### src/rtl/tempo_pkg.sv
// tempo_pkg: shared types and constant helpers for tempo_controller.
// Tracker state enum, cycle-count constants and the BPM clamp.
package tempo_pkg;

   typedef enum logic [1:0] {
      IDLE,
      ARMED,
      DIVIDE,
      UPDATE
   } trk_state_t;

   // Cycles per minute.
   function automatic longint full_cycles(input longint clk_hz);
      return 60 * clk_hz;
   endfunction

   // Longest legal beat interval, in cycles.
   function automatic longint timeout_cycles(input longint clk_hz,
                                             input longint bpm_min);
      return full_cycles(clk_hz) / bpm_min;
   endfunction

   // Shortest legal beat interval, in cycles.
   function automatic longint min_int_cycles(input longint clk_hz,
                                             input longint bpm_max);
      return full_cycles(clk_hz) / bpm_max;
   endfunction

   // Bits needed to hold FULL; also the divider step count.
   function automatic int div_width(input longint clk_hz);
      longint full;
      int     w;
      full = full_cycles(clk_hz);
      w    = 0;
      while ((longint'(1) << w) < full + 1) w = w + 1;
      return w;
   endfunction

   function automatic logic [7:0] clamp_bpm(input logic [63:0] v,
                                            input int          lo,
                                            input int          hi);
      if (v < 64'(lo))
         return 8'(lo);
      else if (v > 64'(hi))
         return 8'(hi);
      else
         return v[7:0];
   endfunction

endpackage

### src/rtl/seq_divider.sv
// seq_divider: restoring divider, one quotient bit per cycle.
// Ports: start/dividend/divisor in; busy, done (1-cycle), quotient out.
module seq_divider #(
   parameter int W = 16
) (
   input  logic         clk_camera_in,
   input  logic         rst_in,
   input  logic         start,
   input  logic [W-1:0] dividend,
   input  logic [W-1:0] divisor,
   output logic         busy,
   output logic         done,
   output logic [W-1:0] quotient
);

   localparam int CW = $clog2(W + 1);

   logic [W-1:0]  rem;
   logic [W:0]    shifted;
   logic [W-1:0]  dsr;
   logic [W-1:0]  q;
   logic [CW-1:0] cnt;
   logic          fits;

   // q starts as the dividend and fills with quotient bits as it shifts.
   assign shifted  = {rem, q[W-1]};
   assign fits     = shifted >= {1'b0, dsr};
   assign quotient = q;

   always_ff @(posedge clk_camera_in or posedge rst_in) begin
      if (rst_in) begin
         rem  <= '0;
         dsr  <= '0;
         q    <= '0;
         cnt  <= '0;
         busy <= 1'b0;
         done <= 1'b0;
      end else begin
         done <= 1'b0;
         if (start) begin
            rem  <= '0;
            q    <= dividend;
            dsr  <= divisor;
            cnt  <= CW'(W);
            busy <= 1'b1;
         end else if (busy) begin
            rem <= fits ? W'(shifted - {1'b0, dsr})
                        : shifted[W-1:0];
            q   <= {q[W-2:0], fits};
            cnt <= cnt - CW'(1);
            if (cnt == CW'(1)) begin
               busy <= 1'b0;
               done <= 1'b1;
            end
         end
      end
   end

endmodule

### src/rtl/tempo_controller.sv
// tempo_controller: beat-interval tracker, manual/tracked arbitration
// and phase-accumulator beat tick. Ports: beat/auto/manual in;
// bpm_out, bpm_valid_out, source_out, beat_tick_out registered out.
module tempo_controller #(
   parameter int CLK_HZ      = 25_000_000,
   parameter int DEFAULT_BPM = 60,
   parameter int BPM_MIN     = 30,
   parameter int BPM_MAX     = 240
) (
   input  logic       clk_camera_in,
   input  logic       rst_in,
   input  logic       beat_in,
   input  logic       auto_en_in,
   input  logic       manual_load_in,
   input  logic [7:0] bpm_manual_in,
   output logic [7:0] bpm_out,
   output logic       bpm_valid_out,
   output logic       source_out,
   output logic       beat_tick_out
);

   import tempo_pkg::*;

   localparam longint HZ   = longint'(CLK_HZ);
   localparam int     DIVW = div_width(HZ);

   localparam logic [DIVW-1:0] FULL_V =
      DIVW'(full_cycles(HZ));
   localparam logic [DIVW-1:0] TO_V =
      DIVW'(timeout_cycles(HZ, longint'(BPM_MIN)));
   localparam logic [DIVW-1:0] MIN_V =
      DIVW'(min_int_cycles(HZ, longint'(BPM_MAX)));
   localparam logic [DIVW-1:0] ONE = DIVW'(1);
   localparam logic [35:0] FULL_A =
      36'(full_cycles(HZ));

   trk_state_t      state;
   logic [DIVW-1:0] ic;
   logic [DIVW-1:0] ic_inc;
   logic [DIVW-1:0] div_q;
   logic            div_start;
   logic            div_busy;
   logic            div_done;

   logic [7:0] hist [4];
   logic       hist_full;
   logic [7:0] h_new [4];
   logic [7:0] q_bpm;
   logic [7:0] avg;
   logic [7:0] man_bpm;
   logic [9:0] sum;

   logic [35:0] acc;
   logic [35:0] acc_sum;

   assign ic_inc = (ic == TO_V) ? ic : ic + ONE;

   // A beat inside the legal window ends the interval; shorter is bounce.
   assign div_start = (state == ARMED) && beat_in && !div_busy
                    && (ic >= MIN_V) && (ic < TO_V);

   assign man_bpm = clamp_bpm(64'(bpm_manual_in), BPM_MIN, BPM_MAX);

   seq_divider #(
      .W (DIVW)
   ) u_div (
      .clk_camera_in (clk_camera_in),
      .rst_in        (rst_in),
      .start         (div_start),
      .dividend      (FULL_V),
      .divisor       (ic + ONE),
      .busy          (div_busy),
      .done          (div_done),
      .quotient      (div_q)
   );

   // Empty history is seeded with the first result in every slot.
   always_comb begin
      q_bpm    = clamp_bpm(64'(div_q), BPM_MIN, BPM_MAX);
      h_new[0] = q_bpm;
      for (int i = 1; i < 4; i++)
         h_new[i] = hist_full ? hist[i-1] : q_bpm;
      sum = 10'(h_new[0]) + 10'(h_new[1])
          + 10'(h_new[2]) + 10'(h_new[3]);
      avg = 8'(sum >> 2);
   end

   always_ff @(posedge clk_camera_in or posedge rst_in) begin
      if (rst_in) begin
         state         <= IDLE;
         ic            <= '0;
         hist_full     <= 1'b0;
         bpm_out       <= 8'(DEFAULT_BPM);
         bpm_valid_out <= 1'b0;
         source_out    <= 1'b0;
         for (int i = 0; i < 4; i++)
            hist[i] <= '0;
      end else begin
         unique case (state)
            IDLE: begin
               if (beat_in) begin
                  ic    <= '0;
                  state <= ARMED;
               end
            end
            ARMED: begin
               if (ic == TO_V) begin
                  state     <= IDLE;
                  hist_full <= 1'b0;
               end else if (div_start) begin
                  ic    <= '0;
                  state <= DIVIDE;
               end else begin
                  ic <= ic_inc;
               end
            end
            DIVIDE: begin
               ic <= beat_in ? '0 : ic_inc;
               if (div_done)
                  state <= UPDATE;
            end
            UPDATE: begin
               ic    <= beat_in ? '0 : ic_inc;
               state <= ARMED;
               if (!manual_load_in) begin
                  hist      <= h_new;
                  hist_full <= 1'b1;
                  if (auto_en_in) begin
                     bpm_out       <= avg;
                     source_out    <= 1'b1;
                     bpm_valid_out <= 1'b1;
                  end
               end
            end
         endcase

         // Manual load overrides any tracked result in this cycle.
         if (manual_load_in) begin
            bpm_out       <= man_bpm;
            source_out    <= 1'b0;
            bpm_valid_out <= 1'b1;
            hist_full     <= 1'b0;
         end
      end
   end

   // Phase accumulator: one tick each time the phase wraps FULL.
   assign acc_sum = acc + {28'd0, bpm_out};

   always_ff @(posedge clk_camera_in or posedge rst_in) begin
      if (rst_in) begin
         acc           <= '0;
         beat_tick_out <= 1'b0;
      end else if (acc_sum >= FULL_A) begin
         acc           <= acc_sum - FULL_A;
         beat_tick_out <= 1'b1;
      end else begin
         acc           <= acc_sum;
         beat_tick_out <= 1'b0;
      end
   end

endmodule

### config.mk
export PLATFORM = sky130hd
export DESIGN_NAME = tempo_controller
export DESIGN_NICKNAME = d
export VERILOG_FILES = /design/src/rtl/tempo_pkg.sv /design/src/rtl/seq_divider.sv /design/src/rtl/tempo_controller.sv
export SDC_FILE = /design/constraint.sdc
export NUM_CORES = 1
export LEC_CHECK = 0
export CORE_ASPECT_RATIO = 1.2
export CORE_MARGIN = 2
export CORE_UTILIZATION = 40
export DETAILED_ROUTE_END_ITERATION = 8
export HOLD_SLACK_MARGIN = 0.1
export PLACE_DENSITY = 0.63
export SLEW_MARGIN = 0
export SYNTH_ARGS = -nofsm -noshare
export SYNTH_HDL_FRONTEND = slang
export SYNTH_SLANG_ARGS = --single-unit
### constraint.sdc
create_clock -name clk_camera_in -period 6.6 [get_ports clk_camera_in]
set_input_delay 1.32 -clock clk_camera_in [delete_from_list [all_inputs] [get_ports clk_camera_in]]
set_output_delay 1.32 -clock clk_camera_in [all_outputs]
set_load 0.03 [all_outputs]
-- Word level (Yosys, flattened, before mapping)
Index checks and enable logic that the tools add are counted.
- bits in registers: 205
- input bits: 13
- output and inout bits: 11
- logic and storage cells: 103
- muxes and demuxes: 43
- order comparisons: 8
- eq/ne operators: 10
- add/subtract/negate cells: 8
- bitwise operators: 1
- reduce and logical (&&, ||, !) cells: 16
- operators with widths (operator ; count):
    $mux 31 ; 10
    $pmux 31 s3 ; 1
    $mux 8 ; 10
    $add 36x8->36 ; 1
    $ge 36x31->1 const B ; 1
    $mux 36 ; 1
    $sub 36x31->36 const B ; 1
    $ge 32x31->1 ; 1
    $add 31x1->31 const B ; 1
    $eq 31x26->1 const B ; 1
    $ge 31x23->1 const B ; 1
    $gt 31x8->1 const B ; 1
    $lt 31x26->1 const B ; 1
    $lt 31x5->1 const B ; 1
    $sub 31x31->31 ; 1
    $mux 1 ; 13
    $add 10x8->10 ; 1
    $add 9x8->10 ; 1
    $mux 5 ; 2
    $add 8x8->9 ; 1
    $gt 8x8->1 const B ; 1
    $lt 8x5->1 const B ; 1
    $mux 2 ; 4
    $pmux 2 s4 ; 1
    other kinds (17) ; 28

-- Longest topological paths before layout
- word-level depth: 10
- mapped depth: 23

-- Hierarchy
Synthesis repeated with hierarchy kept, for this count alone.
- cell total of the unflattened synthesis: 1556
- area, all modules: 13651.8 sq um
- by module, submodules not included (module ; area an instance (sq um) ; seq. area each (sq um) ; cells each ; instances):
    tempo_controller ; 7467.2 ; 2632.5 ; 874 ; 1
    seq_divider ; 6184.7 ; 2502.4 ; 682 ; 1

-- Worst setup path after synthesis
OpenSTA, ideal clock, no wires.
- path kind: register to register
- start: register u_div.q[22] (netlist: u_div.quotient[22])
- end: register bpm_out[7]
- stages on the path, launching flop included: 23
- setup slack: 2.250 ns
- period minus slack after synthesis: 4.350 ns
- setup time: 0.136 ns
- path buffers: 1
- arrival time: 4.214 ns
- cell sequence: dfrtp_1 > nor4_1 > nand4_1 > or2_2 > clkbuf_1 > nor2_1 > a21oi_1 > nor2b_1 > a21oi_1 > fa_1 > inv_1 > fa_1 > inv_1 > ha_1 > a21o_1 > a21oi_1 > o21bai_1 > a21o_1 > a21o_1 > a21oi_1 > nor2_1 > a21oi_1 > o21ai_0
- RTL lines (item ; RTL line ; text):
    from (decl) ; seq_divider.sv:21 ; logic [W-1:0] q;
    from (signal assigned) ; seq_divider.sv:42 ; q <= dividend;
    from (signal assigned) ; seq_divider.sv:49 ; q <= {q[W-2:0], fits};
    to (signal assigned) ; tempo_controller.sv:93 ; bpm_out <= 8'(DEFAULT_BPM);
    to (signal assigned) ; tempo_controller.sv:129 ; bpm_out <= avg;
    to (signal assigned) ; tempo_controller.sv:139 ; bpm_out <= man_bpm;
    to (decl) ; tempo_controller.sv:16 ; output logic [7:0] bpm_out,

==> reports/results.tsv <==
stage	metric	value	unit
outcome	status	finished, final reports clean	
global_routing	first-pass GRT wire length	51400	um
setup_path	CP Buf/Inv Count	2	
cells_and_area	Area Growth Syn to Fin	10.4	%
sta	Max Freq	0.208	GHz
floorplanning	FP Rows	72	
sta	setup violators final	0	
setup_path	Slowest cell on crit path	fa_1	
placed_design	I/O Buffers	23	
synth	Synth area leaders	dfrtp_1 (38%), ha_1 (5.3%), nand2_1 (5.3%)	
worst_hold_path	Hold Crit Class	reg2reg	
routing	WL met2	15000	um
sta	RSZ-0062 raised after global routing	no	
clock_tree	Clock Pin Slew Worst Setup and Hold Paths	0.06	ns
sta	Max Slew Vio Count	0	
synth	count of unique library cells instantiated by Yosys	79	
synth	post-synthesis async set-or-reset flop share	1.00	
setup_path	CP most frequent cell	a21oi_1	
floorplanning	Top Ports	24	
cells_and_area	commonest non-fill, non-tap cell in the layout	dfrtp_1	
cells_and_area	Core Util, Final	0.451	
setup_path	Crit Path Class	reg2reg	
synth	post-synth top area cell	dfrtp_1	
clock_tree	root buf cell	clkbuf_16	
synth	Post-synth EDFFs	0	
sta	fin crit share	0.728	
synth	Mapped Cells	1509	
setup_path	max incr delay on CP	0.46	ns
routing	DR WL/cell	15.6	um
clock_tree	Clock Latency Late Sink	0.53	ns
global_routing	largest net degree at the start of global routing	84	
clock_tree	total CTS buffers	24	
setup_path	CP startpoint kind	flip-flop	
routing	total DRC errors in the routed layout	0	
clock_tree	clk buf depth	3	
synth	FF+latch count, synth	205	
cells_and_area	Nets	1589	
sta	slew at the pin closest to its max-slew limit	1.11	ns
global_routing	vias in the first global route	10500	
run	MaxCap Viol Count	0	
setup_path	crit path cell chain	nor4_1 > nand4_1 > or2_2 > nor2_1 > a21oi_1 > nor2b_1 > a21oi_1 > fa_1 > inv_1 > fa_1 > inv_1 > ha_1 > a21o_1 > a21oi_1 > o21bai_1 > a21o_1 > a21o_1 > a21oi_1 > nor2_1 > a21oi_1 > o21ai_0	
power	Power Density	240	nW/um^2
clock_tree	CTS tree	done	
routing	Post-Route WL	30200	um
routing	max layer used	met4	
synth	mean post-synth cell area	8.75	um^2
floorplanning	Die Span X	170	um
cells_and_area	fin cells	1927	
setup_path	cell family with most CP delay	compound AO/OA/AOI/OAI gates	
floorplanning	initial core utilization	0.408	
placed_design	DP Wirelength	21100	um
routing	met3 WL	1030	um
synth	top cell type's share of synthesized area	0.381	
synth	Netlist Area Pre-Place	13200	um^2
floorplanning	die footprint	34500	um^2
setup_path	Worst Path Required	6.97	ns
sta	Max-slew headroom	0.255	
floorplanning	die height	203	um
setup_path	CP Max Fanout	7	
clock_tree	clk sink count	205	
floorplanning	Placeable Area	32300	um^2
synth	Yosys warning count	0	
cells_and_area	most frequent cells in the layout	dfrtp_1 (200), nand2_1 (185), o21ai_0 (127)	
power	maximum vdd drop	0.182	mV
cells_and_area	Filler cells	3123	
routing	WL met1	13700	um
setup_path	Setup crit end kind	flip-flop	
cells_and_area	ant diodes	0	
synth	proportion of synthesized chip area in sequential cells	0.389	
routing	total number of vias	10700	
clock_tree	Post-CTS Hold Fix Bufs	0	
placed_design	GPL Wtd Cong	0.871	
routing	vias per inst	5.54	
sta	worst clock skew	0.0207	ns
routing	DRT iter0 DRCs	634	
cells_and_area	fraction of layout cells with a size suffix above 1	0.0750	
routing	DR pass1 iterations	5	
clock_tree	post-cts sizing count	0	
routing	post-route antenna net violation count	0	
clock_tree	CTS H-tree depth	1	
synth	syn nets	1596	
power	Lkg Pwr	6.38	nW
synth	Main synth FF type	dfrtp_1	
global_routing	initial antenna violation count	0	
sta	final worst path period need	4.80	ns
sta	Hold Fails Final Rpt	0	
sta	setup TNS	0	ns
global_routing	GR Util All Layers	0.178	
placed_design	dpl cells	1883	
setup_path	Worst EP arrival	5.17	ns
clock_tree	post-CTS setup repair buffer count	0	
global_routing	grt ovf	0	
## routing by layer
layer | vias to the layer above | global-route usage
met1 | 5199 | 0.233
met4 | 0 | 0.0412
li1 | 5271 | -
met5 | - | 0
met2 | 174 | 0.315
met3 | 28 | 0.0205
## worst register-to-register path, stage by stage (launching register included)
cell and delay [ns]:
dfrtp_1 0.39, nor4_1 0.34, nand4_1 0.20, or2_2 0.39, nor2_1 0.19, a21oi_1 0.12
nor2b_1 0.20, a21oi_1 0.27, fa_1 0.46, inv_1 0.09, fa_1 0.41, inv_1 0.07
ha_1 0.27, a21o_1 0.19, a21oi_1 0.21, o21bai_1 0.08, a21o_1 0.20, a21o_1 0.17
a21oi_1 0.15, nor2_1 0.06, a21oi_1 0.10, o21ai_0 0.08
## stage by stage
stage / setup WS (ns) / hold WS (ns) / total power [mW] / area [um^2]
after global routing: 1.39 / 0.494 / 3.67 / 14600
after CTS: 1.77 / 0.474 / 3.53 / 14600
after global placement: 1.92 / 0.453 / 2.16 / 13800
after floorplan: 2.25 / 0.443 / 1.99 / 13200
after detailed placement: 1.80 / 0.461 / 2.18 / 13800
final: 1.80 / 0.470 / 3.49 / 14600
## power by group
group	switching, mW	internal, mW	total (mW)
Sequential	0.0692	1.32	1.39
Clock	0.548	0.782	1.33
Combinational	0.484	0.287	0.771
## kinds of logic after synthesis
| logic type | Yosys count | share of synthesized area |
|---|---|---|
| flops | 205 | 0.389 |
| compound gates | 400 | 0.193 |
| buf+inv | 188 | 0.0549 |
| xor+xnor | 111 | 0.0736 |
| mux | 35 | 0.0293 |
| simple gates | 496 | 0.180 |
| fa+ha+maj | 74 | 0.0803 |
## sequential cells by signal, indices dropped and copies added (netlist names)
register and flops:
u_div.dsr 31, ic 31, state 2, u_div.quotient 31, u_div.rem 31, u_div.cnt 5, bpm_out 8, beat_tick_out 1
hist_full 1, source_out 1, hist 24, bpm_valid_out 1, u_div.busy 1, acc 36, u_div.done 1
## final cells by class
type | count | area [um^2] | share of cell area
multi-input combinational | 1116 | 7370 | 0.505
sequential | 205 | 5140 | 0.352
tap | 407 | 509 | 0.0349
inverter | 121 | 458 | 0.0314
clock buffer | 29 | 649 | 0.0445
timing repair buffer | 34 | 313 | 0.0215
clock inverter | 15 | 145 | 0.00996
## synth_stat cells, drive strengths merged, types with 21 or more instances
master	instances
nand4	21
inv	121
a31oi	31
o21ai	130
ha	56
xnor2	61
nor2	91
and3	21
nand3	40
a21oi	99
nor3	34
nand2	185
xor2	50
mux2	29
nand2b	22
clkbuf	58
dfrtp	201
a21o	28
## final timing paths
path | cells after the start | slack, ns | startpoint | end
max in group asynchronous | 3 | 4.25 | rst_in | ic[3]
max | 21 | 1.80 | u_div.quotient[22] | bpm_out[7]
min reg2reg | 1 | 0.47 | bpm_valid_out | bpm_valid_out
min | 1 | 0.47 | bpm_valid_out | bpm_valid_out
min in group asynchronous | 2 | 1.08 | rst_in | u_div.quotient[24]
max reg2reg | 21 | 1.80 | u_div.quotient[22] | bpm_out[7]
Power figures use the tool's default switching activity.
